**config.mk**
```make
export PLATFORM = sky130hd
export DESIGN_NAME = dcache_flush_walker
export DESIGN_NICKNAME = d
export VERILOG_FILES = /design/src/rtl/dcache_flush_walker.sv
export SDC_FILE = /design/constraint.sdc
export NUM_CORES = 1
export LEC_CHECK = 0
export ABC_AREA = 0
export BUFFER_PORTS_ARGS = -buffer_cell sky130_fd_sc_hd__buf_2
export CORE_MARGIN = 2
export CORE_UTILIZATION = 42
export CTS_CLUSTER_SIZE = 14
export DETAILED_ROUTE_END_ITERATION = 8
export GPL_TIMING_DRIVEN = 0
export SLEW_MARGIN = 20
export SYNTH_ARGS = -nofsm -noshare
export SYNTH_HDL_FRONTEND = slang
export SYNTH_SLANG_ARGS = --single-unit
```
**constraint.sdc**
```tcl
create_clock -name clk_i -period 3.8 [get_ports clk_i]
set_input_delay 0.19 -clock clk_i [delete_from_list [all_inputs] [get_ports clk_i]]
set_output_delay 0.19 -clock clk_i [all_outputs]
set_load 0.005 [all_outputs]
```
**src/rtl/dcache_flush_walker.sv**
```systemverilog
// Data-cache maintenance walker: sweeps every set/way of the tag array, writing
// back dirty lines and invalidating all lines; also runs the post-reset invalidate.
module dcache_flush_walker #(
  parameter int NUM_SETS = 256,
  parameter int NUM_WAYS = 8,
  parameter int SET_W    = $clog2(NUM_SETS),
  parameter int WAY_W    = $clog2(NUM_WAYS)
) (
  input  logic             clk_i,
  input  logic             rst_ni,
  input  logic             flush_i,
  output logic             flush_ack_o,
  input  logic             init_skip_i,
  output logic             busy_o,
  output logic             tag_req_o,
  output logic             tag_we_o,
  output logic [SET_W-1:0] tag_set_o,
  output logic [WAY_W-1:0] tag_way_o,
  input  logic             tag_gnt_i,
  input  logic             tag_valid_i,
  input  logic             tag_dirty_i,
  output logic             wb_req_o,
  input  logic             wb_gnt_i,
  input  logic             wb_done_i
);

  localparam logic [3:0] BOOT    = 4'd0;
  localparam logic [3:0] IDLE    = 4'd1;
  localparam logic [3:0] INIT    = 4'd2;
  localparam logic [3:0] READ    = 4'd3;
  localparam logic [3:0] CHECK   = 4'd4;
  localparam logic [3:0] WB_REQ  = 4'd5;
  localparam logic [3:0] WB_WAIT = 4'd6;
  localparam logic [3:0] INV     = 4'd7;
  localparam logic [3:0] ACK     = 4'd8;
  localparam logic [3:0] HOLD    = 4'd9;

  localparam logic [SET_W-1:0] LAST_SET = SET_W'(NUM_SETS - 1);
  localparam logic [WAY_W-1:0] LAST_WAY = WAY_W'(NUM_WAYS - 1);

  logic [3:0]       state;
  logic [3:0]       state_next;
  logic [SET_W-1:0] set_idx;
  logic [WAY_W-1:0] way_idx;
  logic             last_line;
  logic             advance;
  logic             clear_cnt;

  assign last_line = (set_idx == LAST_SET) && (way_idx == LAST_WAY);

  always_comb begin
    state_next = state;
    advance    = 1'b0;
    clear_cnt  = 1'b0;
    case (state)
      BOOT: state_next = init_skip_i ? IDLE : INIT;
      IDLE: begin
        if (flush_i) begin
          state_next = READ;
          clear_cnt  = 1'b1;
        end
      end
      INIT: begin
        if (tag_gnt_i) begin
          advance = 1'b1;
          if (last_line) begin
            state_next = IDLE;
            clear_cnt  = 1'b1;
          end
        end
      end
      READ: begin
        if (tag_gnt_i) state_next = CHECK;
      end
      // Tag read data arrives exactly one cycle after the read grant.
      CHECK: begin
        if (!tag_valid_i) begin
          advance    = 1'b1;
          state_next = last_line ? ACK : READ;
        end else if (tag_dirty_i) begin
          state_next = WB_REQ;
        end else begin
          state_next = INV;
        end
      end
      WB_REQ: begin
        if (wb_gnt_i) state_next = WB_WAIT;
      end
      WB_WAIT: begin
        if (wb_done_i) state_next = INV;
      end
      INV: begin
        if (tag_gnt_i) begin
          advance    = 1'b1;
          state_next = last_line ? ACK : READ;
        end
      end
      ACK: begin
        state_next = HOLD;
        clear_cnt  = 1'b1;
      end
      // Wait out the controller's registered lag so one request yields one flush.
      HOLD: begin
        if (!flush_i) state_next = IDLE;
      end
      default: state_next = IDLE;
    endcase
  end

  always_ff @(posedge clk_i or negedge rst_ni) begin
    if (!rst_ni) begin
      state   <= BOOT;
      set_idx <= '0;
      way_idx <= '0;
    end else begin
      state <= state_next;
      if (clear_cnt) begin
        set_idx <= '0;
        way_idx <= '0;
      end else if (advance) begin
        if (way_idx == LAST_WAY) begin
          way_idx <= '0;
          set_idx <= set_idx + SET_W'(1);
        end else begin
          way_idx <= way_idx + WAY_W'(1);
        end
      end
    end
  end

  assign tag_req_o   = (state == INIT) || (state == READ) || (state == INV);
  assign tag_we_o    = (state == INIT) || (state == INV);
  assign tag_set_o   = set_idx;
  assign tag_way_o   = way_idx;
  assign wb_req_o    = (state == WB_REQ);
  assign flush_ack_o = (state == ACK);
  // Qualified by reset so every output reads 0 while reset is held, BOOT included.
  assign busy_o      = rst_ni && (state != IDLE);

endmodule
```
Yosys cells after proc, flatten, opt, wreduce, memory -nomap -nowiden
Index checks and enable logic that the tools add are counted.
{"block": "op_classes", "addsub": 2, "eq_ne": 20, "mux": 26, "reduce_logical": 11}
{"operator": "two-way mux 4 bit", "n": 10}
{"operator": "case mux 4 bit (10 select lines)", "n": 1}
{"operator": "two-way mux 8 bit", "n": 3}
{"operator": "== test 4 x 3 -> 1 bit (second input constant)", "n": 4}
{"operator": "!= test 2 bit (second input constant)", "n": 7}
{"operator": "two-way mux 3 bit", "n": 3}
{"operator": "adder 8 x 1 -> 8 bit (second input constant)", "n": 1}
{"operator": "== test 4 x 2 -> 1 bit (second input constant)", "n": 2}
{"operator": "== test 4 bit (second input constant)", "n": 2}
{"operator": "== test 8 bit (second input constant)", "n": 1}
{"operator": "AND reduction 8 bit", "n": 1}
{"operator": "two-way mux 1 bit", "n": 5}
{"operator": "== test 4 x 1 -> 1 bit (second input constant)", "n": 1}
{"operator": "logical NOT 4 bit", "n": 1}
{"operator": "two-way mux 2 bit", "n": 2}
{"operator": "!= test 4 x 1 -> 1 bit (second input constant)", "n": 1}
{"operator": "nonzero test 2 bit", "n": 2}
{"operator": "adder 3 x 1 -> 3 bit (second input constant)", "n": 1}
{"operator": "== test 3 bit (second input constant)", "n": 1}
{"operator": "logical OR 1 bit", "n": 3}
{"operator": "case mux 1 bit (3 select lines)", "n": 1}
{"operator": "logical AND 1 bit", "n": 2}
{"operator": "!= test 2 x 1 -> 1 bit (second input constant)", "n": 1}
{"operator": "case mux 1 bit (2 select lines)", "n": 1}
{"operator": "2 further kinds", "n": 2}
{"block": "totals", "reg_bits": 15, "output_inout_bits": 16, "wordCells": 62}

Logic depth before layout (Yosys ltp)
Gate-level depths: netlist (run 1).
{"block": "logic_depth", "ltp_word": 7, "ltp_mapped": 6, "ltp_nobuf": 6}

Worst setup path after synthesis (run 1)
OpenSTA, ideal clock, no wires.
{"block": "synth_path", "path_kind": "flip-flop to flip-flop", "startpoint": "register way_idx[0], in the netlist tag_way_o[0]", "endpoint": "register set_idx[0], in the netlist tag_set_o[0]", "setup_time_ns": 0.122, "arrival_ns": 1.625, "required_ns": 3.678, "setup_slack_ns": 2.053, "path_stages_with_launch": 7, "path_buffers": 0, "period_less_slack_ns": 1.747, "cell_sequence": "dfrtp_1 ha_1 ha_1 nand4_1 or4b_1 nand2_2 nor2_1"}
{"block": "synth_via", "elab_chain_cells": 7}
{"item": "start: declaration", "line_no": "44", "rtl": "logic [WAY_W-1:0] way_idx;"}
{"item": "start signal: assignment", "line_no": "125", "rtl": "way_idx <= way_idx + WAY_W'(1);"}
{"item": "== test 3 bit (*)", "line_no": "49, 121"}
{"item": "logical AND 1 bit", "line_no": "49", "rtl": "assign last_line = (set_idx == LAST_SET) && (way_idx == LAST_WAY);"}
{"item": "two-way mux 1 bit", "line_no": "66", "rtl": "if (last_line) begin"}
{"item": "two-way mux 1 bit", "line_no": "64", "rtl": "if (tag_gnt_i) begin"}
{"item": "case mux 1 bit (3 select lines)", "line_no": "55", "rtl": "case (state)"}
{"item": "nonzero test 2 bit (no source line)"}
{"item": "AND reduction 2 bit (no source line)"}
{"item": "end signal: assignment", "line_no": "123", "rtl": "set_idx <= set_idx + SET_W'(1);"}
{"item": "end: declaration", "line_no": "43", "rtl": "logic [SET_W-1:0] set_idx;"}
Mark *: on every way between the ends. The rest lies on a longest branch, timed or not.
A chain may end at the register's enable or synchronous reset.

Worst setup path in the final report (run 1)
{"block": "layout_path", "startpoint": "register way_idx[0], in the netlist tag_way_o[0]", "endpoint": "register way_idx[2], in the netlist tag_way_o[2]"}
{"block": "layout_via", "elab_chain_cells": 6}
{"item": "== test 3 bit", "line_no": "49, 121"}
{"item": "logical AND 1 bit", "line_no": "49"}
{"item": "two-way mux 1 bit", "line_no": "66"}
{"item": "two-way mux 1 bit", "line_no": "64"}
{"item": "case mux 1 bit (3 select lines)", "line_no": "55"}
{"item": "two-way mux 3 bit / nonzero test 2 bit (equally long branches)"}
Parallel ways exist; a longest one is shown, timed or not. The select of a mux whose other input is x is not followed.

==> results of run 1 <==
sequential cells by signal, indices dropped and copies added (netlist names):
signal and cells:
tag_set_o 8, state 4, tag_way_o 3
worst register-to-register path: cells and delay by family (launching register included):
| kind | cells | cell delay, ns |
|---|---|---|
| fa+ha+maj | 2 | 0.41 |
| flops | 1 | 0.40 |
| simple gates | 4 | 1.12 |
placed cells by master (no fill, tap or decap), drive strengths merged, types with 2 or more instances in the layout:
master	instances
nor3b	3
nand2	7
nor2	12
buf	30
nor4b	3
dfrtp	15
a21o	3
nand4	5
o31ai	3
o21ai	9
clkbuf	4
or4b	4
or4	2
xor2	2
inv	5
mux2i	2
nand3	6
ha	3
nand2b	3
a21oi	10
or3	5
a41o	2
worst paths after layout:
kind | startpoint | endpoint | slack (ns) | cells after the start
min in group clk_i | flush_i | state[3] | 0.34 | 3
max | tag_way_o[0] | tag_way_o[2] | 1.76 | 6
max in group asynchronous | rst_ni | tag_set_o[4] | 3.19 | 2
min | rst_ni | tag_set_o[5] | 0.34 | 2
min reg2reg | tag_way_o[1] | tag_way_o[1] | 0.57 | 2
max reg2reg | tag_way_o[0] | tag_way_o[2] | 1.76 | 6
Yosys cell counts, types with 2 or more instances:
cell	instances	area share
a21o_1	3	0.020
a21oi_1	10	0.044
a41o_1	2	0.018
buf_2	3	0.013
dfrtp_1	15	0.33
ha_1	3	0.033
inv_1	5	0.017
mux2i_1	2	0.018
nand2_1	6	0.020
nand2b_1	3	0.017
nand3_1	6	0.026
nand4_1	5	0.028
nor2_1	12	0.040
nor3b_1	3	0.020
nor4b_1	2	0.015
o21ai_0	8	0.035
o31ai_1	2	0.013
or3_1	5	0.028
or4_1	2	0.013
or4b_1	4	0.035
xor2_1	2	0.015
power breakdown:
part / internal [uW] / leakage (uW) / total, uW / switching (uW)
sequential: 191 / 0.000201 / 218 / 27.1
clock: 39.1 / 0.0000177 / 97.0 / 58.0
combinational: 189 / 0.000412 / 414 / 225
metrics by stage:
stage / setup slack, ns / hold slack (ns) / total power, uW / cell area (um^2) / instances
2_1_floorplan: 2.05 / -0.106 / 526 / 1130 / 129
3_3_place_gp: 1.82 / 0.120 / 627 / 1290 / 183
3_5_place_dp: 1.80 / 0.126 / 635 / 1290 / 183
4_1_cts: 1.75 / 0.336 / 734 / 1330 / 188
5_1_grt: 1.62 / 0.364 / 795 / 1330 / 188
6_report: 1.76 / 0.341 / 729 / 1330 / 188
metal layers:
metal,global-route usage,share of wire,vias up
met4,0.0612,0.015,0
met1,0.227,0.45,538
met5,0,0,-
li1,-,-,548
met3,0.0209,0.041,4
met2,0.314,0.49,39
kinds of logic (layout without fill, tap and decap cells):
| family | after synthesis | in the layout |
|---|---|---|
| and+or+nand+nor | 60 | 60 |
| AOI/OAI and AO/OA | 35 | 35 |
| DFF | 15 | 15 |
| buffers and inverters | 12 | 41 |
| adders and majority gates | 3 | 3 |
| xor gates and xnor gates | 2 | 2 |
| muxes | 2 | 2 |
cell type report:
type,instances,area (um^2)
fillers,256,1190
multi-input cells,102,699
flip-flops and latches,15,375
repair buffers,25,130
plain buffers,7,41.3
well taps,30,37.5
clock buffers,3,22.5
inverters,5,18.8
clock inverters,1,5.00
repair_timing:
action,4_1_cts,5_1_grt
hold buffers,1,0
hold endpoints to repair,15,0
gates resized for setup,0,0
==> run metrics, run 1 <==
Yosys reg bits 15; Post-Synth Simple-Gate Area 0.337; Leak Pwr about 0.00063 uW; Inserted Clock Buffers 3; Max-cap violations 0; worst slew pin tran 0.719 ns; row count 18; syn_area_per_cell just under 9 um^2; DP HPWL 2020 um; number of synthesized flops with an enable pin 0; critical setup path kind flip-flop to flip-flop; GRT Total Usage 0.180; Clock Tree Root clkbuf_4; share of cells above drive strength 1 0.253; Fmax about 490 MHz; GPL Wtd Cong ~0.8; Finished Core Util 0.527; critical path startpoint category flip-flop; Slew Limit Fails 0; RSZ-0062 raised after global routing no; Reg clk slew, reported paths 0.10 ns; post-synthesis cell type count between 40 and 50; Post-Syn Area approximately 1100 um^2; # IOs 25; crit share post-route 0.536; worst-case clock buffer depth 2; Core Footprint around 2500 um^2; GR Overflow Total 0; largest family of logic cells by synthesized area simple AND/OR/NAND/NOR gates; area grow syn2layout 17.2%; worst vdd ir 0.326 mV; antenna violations before repair 0; Initial Utilization 0.450; first-iteration detailed-routing DRC count 29; CTS sink cnt 15; Die ar. about 3100 um^2; routed via count about 1100; Synth Area in XOR/XNOR 0.0154; worst path cell trace ha_1 -> ha_1 -> nand4_1 -> or4b_1 -> nand2_2 -> nor2_1; slew margin rel. 0.520; remaining antenna violation count after routing 0; final setup violation count 0; syn nets 141; critical path's top delay family simple AND/OR/NAND/NOR gates; DIE HEIGHT ~56 um; Clock Skew 0.00455 ns; drt first pass iters 4; Die W around 56 um; Diodes inserted 0; DRC violation count after routing 0; Routed WL per cell between 10 and 15 um; CP Max Fanout 9; sequential-to-total area share from yosys stat 0.331; vias per inst between 6 and 7; Period minus WS final 2.04 ns; clock latency at the later pin of the worst-skew pair slightly below 0.3 ns; crit path max-delay cell type or4b_1; Worst path most repeated cell ha_1; worst path buffer plus inverter count 0; Synth warnings 0; Critical Path Max Stage Delay 0.59 ns; vias in the first global route a little over 1000; first-pass GRT wire length 4630 um; Synth Area in Compound Gates 0.213; pin count of the biggest net entering global routing 17; Syn Inst Count approximately 130; H-tree Lvls 1; # Post-CTS Setup Buffers 0; commonest register cell after synthesis dfrtp_1; Hold Crit Class input port to async pin; Post-Synth Adder-Cell Area 0.0331; TritonCTS clock tree done; Critical Path RT just under 4 ns; mux cell area share after synthesis 0.0176; Fin. Hold Viols 0; P per Cell Area 548 nW/um^2; WP data arrival roughly 2.2 ns; Final TNS setup 0 ns; Port Buf Inserts 24; Net count, final about 170; outcome completed; final WL about 2700 um; share of flip-flops with an asynchronous set or reset 1.00; crit end category flip-flop
(Power assumes the default switching activity.)
==> inputs of run 2 (changes only) <==
--- a/config.mk
+++ b/config.mk
@@ -12,6 +12,7 @@
 export CTS_CLUSTER_SIZE = 14
 export DETAILED_ROUTE_END_ITERATION = 8
 export GPL_TIMING_DRIVEN = 0
+export PLACE_DENSITY = 0.67
 export SLEW_MARGIN = 20
 export SYNTH_ARGS = -nofsm -noshare
 export SYNTH_HDL_FRONTEND = slang
==> constraint.sdc (replaced) <==
create_clock -name clk_i -period 1.75 [get_ports clk_i]
set_input_delay 0.0875 -clock clk_i [delete_from_list [all_inputs] [get_ports clk_i]]
set_output_delay 0.0875 -clock clk_i [all_outputs]
set_load 0.005 [all_outputs]
==> run 2 against run 1 <==
  * The run now ends with negative setup slack left
  * Count of clock-buffer cells in the layout stayed put
  * Die area stayed put
  * Via count is 10% higher
  * First-iteration DRC count is 6.9% higher
  * Wire length is 26% higher
  * Sequential power is 120% higher
  * Global-route usage is 0.16 points higher
  * Combinational power grew to 2.9 times the previous value
==> run metrics, run 2 (same netlist as run 1, synthesis figures left out) <==
outcome finished with violations (was completed); failing checks negative setup slack; Diodes inserted 0 (unchanged); met1 global-route usage 0.232 (was 0.227); first-iteration detailed-routing DRC count 31 (was 29); DP HPWL 2020 um (about the same); critical path startpoint category flip-flop (unchanged); CP Max Fanout 4 (was 9); row count 18 (unchanged); CTS sink cnt 15 (unchanged); Hold Crit Class input port to async pin (unchanged); Reg clk slew, reported paths 0.10 ns (about the same); Period minus WS final 1.83 ns (was 2.04 ns); Fmax 545 MHz (was 491 MHz); GRT Total Usage 0.181 (was 0.180); Core Footprint 2520 um^2 (unchanged); commonest non-fill, non-tap cell in the layout buf_2 (unchanged); Clock Skew 0.00753 ns (was 0.00455 ns); final worst setup slack -0.0834 ns (was 1.76 ns); GPL Wtd Cong 0.872 (was 0.818); slew margin rel. 0.755 (was 0.520); Inserted Clock Buffers 3 (unchanged); crit share post-route 1.05 (was 0.536); Final TNS setup -0.514 ns (was 0 ns); commonest non-fill, non-tap cells in the layout buf_2, dfrtp_1, buf_4, nor2_1 (was buf_2, dfrtp_1, nor2_1, a21oi_1, o21ai_0); DRC violation count after routing 0 (unchanged); WP data arrival 2.00 ns (was 2.22 ns); antenna violations before repair 0 (unchanged); Die ar. 3130 um^2 (unchanged); Leak Pwr 0.000733 uW (was 0.000631 uW); max reg flops 8 (unchanged); TritonCTS clock tree done (unchanged); GR met2 Demand/Resource 0.314 (unchanged); FF/Latch Area 375 um^2 (unchanged); vias per inst 6.07 (was 6.01); GR Overflow Total 0 (unchanged); Tot Pwr 1890 uW (was 729 uW); Slew Limit Fails 0 (unchanged); Fin. Hold Viols 0 (unchanged); DIE HEIGHT 56.0 um (unchanged); critical setup path kind flip-flop to flip-flop (unchanged); area of the multi-input gates 893 um^2 (was 699 um^2); # IOs 25 (unchanged); Die W 56.0 um (unchanged); final setup violation count 13 (was 0); Clock Tree Root clkbuf_4 (unchanged); worst vdd ir 0.815 mV (was 0.326 mV); Hold Slack 0.225 ns (was 0.341 ns); DP Worst Slack -0.251 ns (was 1.80 ns); P per Cell Area 1140 nW/um^2 (was 548 nW/um^2); share of cells above drive strength 1 0.463 (was 0.253); Max-cap violations 0 (unchanged); remaining antenna violation count after routing 0 (unchanged); Critical Path RT 1.91 ns (was 3.98 ns); H-tree Lvls 1 (unchanged); Net count, final 188 (was 171); clock latency at the later pin of the worst-skew pair 0.28 ns (was 0.29 ns); crit end category flip-flop (unchanged); final WL 3430 um (was 2710 um); routed via count 1244 (was 1129); Most Crowded Layer GR met2 (unchanged); Routed WL per cell 16.7 um (was 14.4 um); pin count of the biggest net entering global routing 17 (unchanged); RSZ-0062 raised after global routing yes (was no); Port Buf Inserts 24 (unchanged); area grow syn2layout 46.0% (was 17.2%); worst slew pin tran 0.363 ns (was 0.719 ns); vias in the first global route 1025 (was 1029); Layout fillers 214 (was 256); drt first pass iters 4 (unchanged); Initial Utilization 0.450 (unchanged); first-pass GRT wire length 4580 um (was 4630 um); M3 GR Usage 0.0140 (was 0.0209); worst-case clock buffer depth 2 (unchanged)
==> run 2: stage by stage <==
step           instances  utilization  cell area, um^2
2_1_floorplan        129            -             1130
3_3_place_gp         183        0.512             1290
3_5_place_dp         183        0.512             1290
4_1_cts              193        0.565             1430
5_1_grt              205        0.657             1660
6_report             205        0.657             1660
==> run 2: final timing paths <==
kind,slack (ns),endpoint,depth (start not counted),startpoint
hold reg to reg,0.58,tag_set_o[7],2,tag_set_o[7]
min in group clk_i,0.24,state[3],3,flush_i
max in group asynchronous,1.26,state[2],2,rst_ni
setup reg to reg,-0.08,tag_set_o[6],5,tag_set_o[1]
hold / removal,0.23,tag_set_o[1],2,rst_ni
setup / recovery,-0.08,tag_set_o[6],5,tag_set_o[1]
==> run 2: area by class of cell <==
type,count,area share
multi-input combinational,104,0.539
sequential,15,0.227
timing repair buffer,40,0.150
buffer,7,0.0317
tap,30,0.0227
clock buffer,3,0.0136
inverter,5,0.0136
clock inverter,1,0.00302
==> run 2: power by group <==
group,total (uW),internal (uW),switching [uW]
logic,1210,574,631
registers,481,415,65.8
clock network,202,84.8,117
total,1890,1070,814
==> run 2: critical path, stage by stage (launching register included) <==
cell,delay (ns)
dfrtp_1,0.44
ha_4,0.18
nand4_1,0.21
or4b_4,0.67
nand4_1,0.12
nand3_2,0.08
==> run 2: what timing repair did <==
item                                   4_1_cts  5_1_grt
hold buffers                                 1        0
endpoints found under the hold margin       15        0
setup endpoints to repair                   15       15
pin swaps                                    7       14
cloned                                       0        3
buffers inserted                             5        9
resized for setup                           15       26
==> run 2: metal layers <==
layer	up-vias	share of wire
li1	593	-
met5	-	0
met2	50	0.50
met4	0	0.024
met3	8	0.048
met1	593	0.43
